<file path="src/rtl/m16_frame_loader.sv">
// m16_frame_loader: write-side controller for the M16 ping-pong frame memory.
// Round-robin loads source words into the half the serializer is not reading.
module m16_frame_loader #(
    parameter int NREQ = 4,
    parameter int AW   = 8,
    parameter int DW   = 12
) (
    input  logic                 clk,
    input  logic                 reset,
    input  logic                 iSwitch,
    input  logic [NREQ-1:0]      iReq,
    input  logic [NREQ*DW-1:0]   iData,
    input  logic                 iClrFlags,
    output logic [NREQ-1:0]      oAck,
    output logic                 oWrEn,
    output logic [AW:0]          oWrAddr,
    output logic [DW-1:0]        oWrData,
    output logic [AW:0]          oFillCnt,
    output logic                 oFull,
    output logic                 oUnderrun,
    output logic                 oOverrun
);

    localparam int GW = $clog2(NREQ);
    localparam logic [AW:0] HALF_WORDS = {1'b1, {AW{1'b0}}};

    typedef enum logic [1:0] {
        S_INIT,
        S_FILL,
        S_FULL
    } state_t;

    state_t            state_q, state_d;
    logic              sw_prev_q;
    logic              half_q, half_d;
    logic [GW-1:0]     last_grant_q, last_grant_d;
    logic [NREQ-1:0]   ack_mask_q, ack_mask_d;

    logic [NREQ-1:0]   ack_d;
    logic              wr_en_d;
    logic [AW:0]       wr_addr_d;
    logic [DW-1:0]     wr_data_d;
    logic [AW:0]       fill_cnt_d;
    logic              full_d;
    logic              underrun_d;
    logic              overrun_d;

    logic [NREQ-1:0]   eligible;
    logic              found;
    logic [GW-1:0]     grant;
    logic [GW-1:0]     cand;
    int                idx;

    logic              toggle;
    logic              restart;
    logic              set_under;
    logic              set_over;

    // Round-robin search: first eligible source after the last grant.
    always_comb begin
        eligible = iReq & ~ack_mask_q;
        found    = 1'b0;
        grant    = last_grant_q;
        idx      = 0;
        cand     = '0;
        for (int i = 1; i <= NREQ; i++) begin
            idx  = (int'(last_grant_q) + i) % NREQ;
            cand = GW'(idx);
            if (!found && eligible[cand]) begin
                found = 1'b1;
                grant = cand;
            end
        end
    end

    // Next-state and registered-output logic for the fill controller.
    always_comb begin
        state_d      = state_q;
        half_d       = half_q;
        last_grant_d = last_grant_q;
        ack_mask_d   = '0;
        ack_d        = '0;
        wr_en_d      = 1'b0;
        wr_addr_d    = oWrAddr;
        wr_data_d    = oWrData;
        fill_cnt_d   = oFillCnt;
        full_d       = oFull;
        restart      = 1'b0;
        set_under    = 1'b0;
        set_over     = 1'b0;
        toggle       = (iSwitch != sw_prev_q);

        unique case (state_q)
            S_INIT: begin
                half_d     = ~iSwitch;
                fill_cnt_d = '0;
                state_d    = S_FILL;
            end
            S_FILL: begin
                if (toggle) begin
                    restart   = 1'b1;
                    set_under = 1'b1;
                end else if (found) begin
                    ack_d[grant] = 1'b1;
                    wr_en_d      = 1'b1;
                    wr_addr_d    = {half_q, oFillCnt[AW-1:0]};
                    wr_data_d    = iData[grant*DW +: DW];
                    last_grant_d = grant;
                    ack_mask_d   = ack_d;
                    fill_cnt_d   = oFillCnt + 1'b1;
                    if (fill_cnt_d == HALF_WORDS) begin
                        state_d = S_FULL;
                        full_d  = 1'b1;
                    end
                end
            end
            S_FULL: begin
                set_over = |iReq;
                restart  = toggle;
            end
            default: state_d = S_INIT;
        endcase

        if (restart) begin
            half_d     = ~iSwitch;
            fill_cnt_d = '0;
            full_d     = 1'b0;
            state_d    = S_FILL;
        end

        underrun_d = set_under ? 1'b1 : (iClrFlags ? 1'b0 : oUnderrun);
        overrun_d  = set_over  ? 1'b1 : (iClrFlags ? 1'b0 : oOverrun);
    end

    // State and output registers; reset clears every output at once.
    always_ff @(posedge clk or negedge reset) begin
        if (!reset) begin
            state_q      <= S_INIT;
            sw_prev_q    <= 1'b0;
            half_q       <= 1'b0;
            last_grant_q <= GW'(NREQ - 1);
            ack_mask_q   <= '0;
            oAck         <= '0;
            oWrEn        <= 1'b0;
            oWrAddr      <= '0;
            oWrData      <= '0;
            oFillCnt     <= '0;
            oFull        <= 1'b0;
            oUnderrun    <= 1'b0;
            oOverrun     <= 1'b0;
        end else begin
            state_q      <= state_d;
            sw_prev_q    <= iSwitch;
            half_q       <= half_d;
            last_grant_q <= last_grant_d;
            ack_mask_q   <= ack_mask_d;
            oAck         <= ack_d;
            oWrEn        <= wr_en_d;
            oWrAddr      <= wr_addr_d;
            oWrData      <= wr_data_d;
            oFillCnt     <= fill_cnt_d;
            oFull        <= full_d;
            oUnderrun    <= underrun_d;
            oOverrun     <= overrun_d;
        end
    end

endmodule

</file>
<file path="config.mk">
export PLATFORM = sky130hd
export DESIGN_NAME = m16_frame_loader
export DESIGN_NICKNAME = d
export VERILOG_FILES = /design/src/rtl/m16_frame_loader.sv
export SDC_FILE = /design/constraint.sdc
export NUM_CORES = 1
export LEC_CHECK = 0
export CORE_MARGIN = 4
export CORE_UTILIZATION = 35
export CTS_BUF_LIST = sky130_fd_sc_hd__clkbuf_8
export CTS_CLUSTER_SIZE = 12
export DETAILED_ROUTE_END_ITERATION = 12
export GPL_TIMING_DRIVEN = 0
export PLACE_DENSITY = 0.65
export SLEW_MARGIN = 0
export SYNTH_ARGS = -nofsm -noshare
export SYNTH_HDL_FRONTEND = slang
export SYNTH_SLANG_ARGS = --single-unit
</file>
<file path="constraint.sdc">
create_clock -name clk -period 2.05 [get_ports clk]
set_input_delay 0.205 -clock clk [delete_from_list [all_inputs] [get_ports clk]]
set_output_delay 0.205 -clock clk [all_outputs]
set_load 0.005 [all_outputs]
</file>
==> results of run 1 <==
[power groups by stage]
stage               Combinational, mW  Sequential [mW]  Clock [mW]
global route                     1.93             1.31       0.560
floorplan                       0.981             1.28           0
detailed placement               1.78             1.29           0
finish                           1.76             1.27       0.509
CTS                              1.78             1.27       0.527
global placement                 1.76             1.27           0
[layer usage]
metal | up-vias | GRT usage
met5 | - | 0
met4 | 0 | 0.04774
met3 | 7 | 0.03645
met2 | 38 | 0.2867
met1 | 1042 | 0.2070
li1 | 1057 | -
[state kept, by name, summed over array words and instances (netlist names)]
name,count
half_q,1
oFull,1
state_q,2
ack_mask_q,4
oUnderrun,1
oWrData,12
oOverrun,1
oWrAddr,9
oWrEn,1
sw_prev_q,1
oFillCnt,9
last_grant_q,2
[layout make-up]
type / instances / share of cell area
Multi-Input combinational cell: 172 / 0.3343
Sequential cell: 44 / 0.3068
Timing Repair Buffer: 95 / 0.2655
Tap cell: 96 / 0.03336
Buffer: 15 / 0.02919
Clock buffer: 5 / 0.01911
Inverter: 9 / 0.009382
Clock inverter: 2 / 0.002432
[logic make-up after synthesis]
family / after synthesis
AO/OA/AOI/OAI: 48
buffers and inverters: 25
flip-flops: 44
multiplexers: 30
adder cells (fa/ha/maj): 5
XOR/XNOR: 3
AND/OR/NAND/NOR: 86
[critical path, stage by stage (launching register included)]
cell and delay, ns:
dfrtp_1 0.47, ha_1 0.28, and3_1 0.20, a311oi_2 0.32
a311oi_1 0.09, a211oi_1 0.26, mux2i_1 0.21
[per-stage QoR]
step	worst slack (ns)	power (mW)	hold WS (ns)	instance area [µm²]
global placement	-0.4693	3.029	0.4601	3486
global route	0.02500	3.801	0.4067	3601
CTS	0.004997	3.580	0.3863	3588
floorplan	0.2411	2.262	-0.09059	2435
detailed placement	-0.1403	3.064	0.1581	3501
finish	0.1386	3.542	0.3748	3601
[timing repair]
item	CTS	global route
hold endpoints to repair	16	0
resized for setup	0	4
endpoints found under the setup margin	0	12
hold buffers	1	0
[synthesized netlist by cell type, types with 2 or more instances]
| library cell | n |
|---|---|
| nand2_1 | 50 |
| dfrtp_1 | 42 |
| mux2i_1 | 28 |
| o221ai_1 | 13 |
| nor2_1 | 9 |
| inv_1 | 8 |
| o21ai_0 | 7 |
| a21o_1 | 6 |
| buf_2 | 6 |
| nand2b_1 | 6 |
| a21oi_1 | 5 |
| ha_1 | 5 |
| nand3_1 | 5 |
| buf_4 | 4 |
| nor3_1 | 4 |
| a22o_1 | 3 |
| nor2b_1 | 3 |
| a311oi_1 | 2 |
| buf_6 | 2 |
| clkbuf_1 | 2 |
| dfstp_2 | 2 |
| mux2_2 | 2 |
| nand4_1 | 2 |
| nor3b_1 | 2 |
| xnor2_1 | 2 |
[worst min-delay path by stage]
stage | from | end | depth (start not counted)
floorplan | reset | ack_mask_q[0]$_DFF_PN0_ | 0
global placement | oWrAddr[2]$_DFFE_PN0P_ | oWrAddr[2]$_DFFE_PN0P_ | 2
detailed placement | reset | oWrAddr[2]$_DFFE_PN0P_ | 1
CTS | reset | oWrAddr[2]$_DFFE_PN0P_ | 2
global route | reset | oWrAddr[2]$_DFFE_PN0P_ | 2
finish | reset | oWrAddr[2]$_DFFE_PN0P_ | 2
==> flow_summary_export.csv, run 1 <==
group,metric,value,unit
timing,slew_violations,0,
synth,synth_fp_nets,302,
timing,rsz0062_at_grt,"false",
global_routing,grt_overflow,0,
global_routing,grt_pass1_wl,11270,µm
pwr,pwr-share-comb,0.497,
synth,synthAdderAreaFrac,0.02569,
synth,synth_xor_area_frac,0.01387,
run_status,outcome,"completed",
clock_tree,cts_tree,"built",
finish,seqCellArea,0.001105,mm²
finish,final_common_cell,"clkdlybuf4s50_1",
worst_setup_path,cp-end-kind,"register",
synth,synth-warning-count,0,
synth,netlist_area,0.002435,mm²
worst_setup_path,crit_path_start_kind,"register",
synth,synth_top_cell_by_area,"dfrtp_1",
worst_setup_path,crit_fanout,8,
clock_tree,clock-root-buffer,"clkbuf_8",
synth,yosys.area_share.simple,0.1608,
detailed_routing,drt-initial-drc-count,90,
worst_setup_path,timing.rr.start,"oFillCnt[1]$_DFFE_PN0P_",
timing,worst_slew_pin_slew,0.4691,ns
worst_setup_path,cp.required,2.26,ns
synth,syn_inst,241,
die,die_height,91.41,µm
detailed_routing,wl_met2,3401,µm
timing,setup_viol,0,
detailed_routing,wl_per_cell,15.17,µm
timing,post-route-min-period,1.911,ns
timing,fin_crit_sh,0.9324,
timing,finalHoldViolations,0,
finish,nets,403,
die,start_util,0.3584,
place,io_buffers,93,
finish,syn2layout_area_growth,47.89,%
pwr,swShare,0.3443,
detailed_routing,drtPass1Iterations,4,
clock_tree,cts_max_path_buffers,2,
die,core.rowCount,30,
timing,skew,0.002570,ns
place,dp.cells,431,
finish,num-fill-cells,646,
clock_tree,clock_sinks,44,
worst_setup_path,r2r_cells,6,
synth,seq_area_frac_synth,0.4532,
place,routabilityCongestion,0.7498,
worst_setup_path,startpoint,"oFillCnt[1]$_DFFE_PN0P_",
synth,synthMuxAreaShare,0.1244,
clock_tree,insertion_delay,0.28,ns
detailed_routing,detail-route-antenna-nets,0,
pwr,ir_worst_vdd,0.5396,mV
finish,layout_common_cells,"clkdlybuf4s50_1 (92), nand2_1 (50), dfrtp_1 (41)",
worst_setup_path,rr_endpoint,"state_q[0]$_DFFE_PN0P_",
finish,drive_gt1_frac,0.1053,
die,die_x,91.41,µm
flow_run,max_cap_violations,0,
synth,ys.flop_type,"dfrtp_1",
pwr,p_leak,1.605,nW
pwr,p_sw,1.220,mW
synth,synth_edf_count,0,
timing,fmax,523.2,MHz
die,core,0.006794,mm²
pwr,power_frac_seq,0.359,
finish,antenna_cells,0,
global_routing,grt_max_degree,29,
pwr,power.internal,2.323,mW
detailed_routing,wl,6643,µm
global_routing,grt_antenna_before_repair,0,
synth,syn_area_per_cell,10.10,µm²
worst_setup_path,r2r_slack,0.14,ns
detailed_routing,drc,0,
detailed_routing,vias,2144,
timing,setup_tns,0,ns
worst_setup_path,cp.arrival,2.12,ns
worst_setup_path,setup.worst_path.end,"state_q[0]$_DFFE_PN0P_",
synth,synth_top_area_frac,0.4317,
place,hpwl,5177,µm
detailed_routing,top_layer_used,"met4",
detailed_routing,dr_wl_met3,252,µm
synth,synth_top_family_by_area,"compound AO/OA/AOI/OAI gates",
synth,ys_types,46,
synth,async_flop_share,1.000,
synth,ys_top_cells_by_area,"dfrtp_1 (43%), mux2i_1 (12%), nand2_1 (7.7%), o221ai_1 (4.7%), ha_1 (2.6%)",
timing,max_slew_margin,0.6873,
pwr,p_per_area,983.7,mW/mm²
min_path,hold_path.class,"in -> async",
clock_tree,post_cts_buffers,0,
synth,ys_ff_latch,44,
pwr,clockPowerShare,0.144,
worst_setup_path,path_class,"reg -> reg",
die,die_area,0.008355,mm²
finish,fin_util,0.5300,
die,ioPinCount,94,
finish,fin_cells,438,
global_routing,grt_pass1_vias,2287,
clock_tree,cts_buffers,5,
clock_tree,clkTransAtPathRegs,0.08,ns
detailed_routing,viasPerCell,4.895,
finish,multi_input_area,0.001204,mm²
synth,synth_compound_area_frac,0.1634,
detailed_routing,met1_length,2896,µm
global_routing,grtUsageTotal,0.1661,
clock_tree,htreeDepth,2,
No activity file was read; power rests on OpenSTA's default activity.
==> inputs of run 2 (changes only) <==
--- a/config.mk
+++ b/config.mk
@@ -12,7 +12,6 @@
 export DETAILED_ROUTE_END_ITERATION = 12
 export GPL_TIMING_DRIVEN = 0
 export PLACE_DENSITY = 0.65
-export SLEW_MARGIN = 0
 export SYNTH_ARGS = -nofsm -noshare
 export SYNTH_HDL_FRONTEND = slang
 export SYNTH_SLANG_ARGS = --single-unit
==> results of run 2 <==
The final DEF is identical to that of run 1; final timing and power are the same.
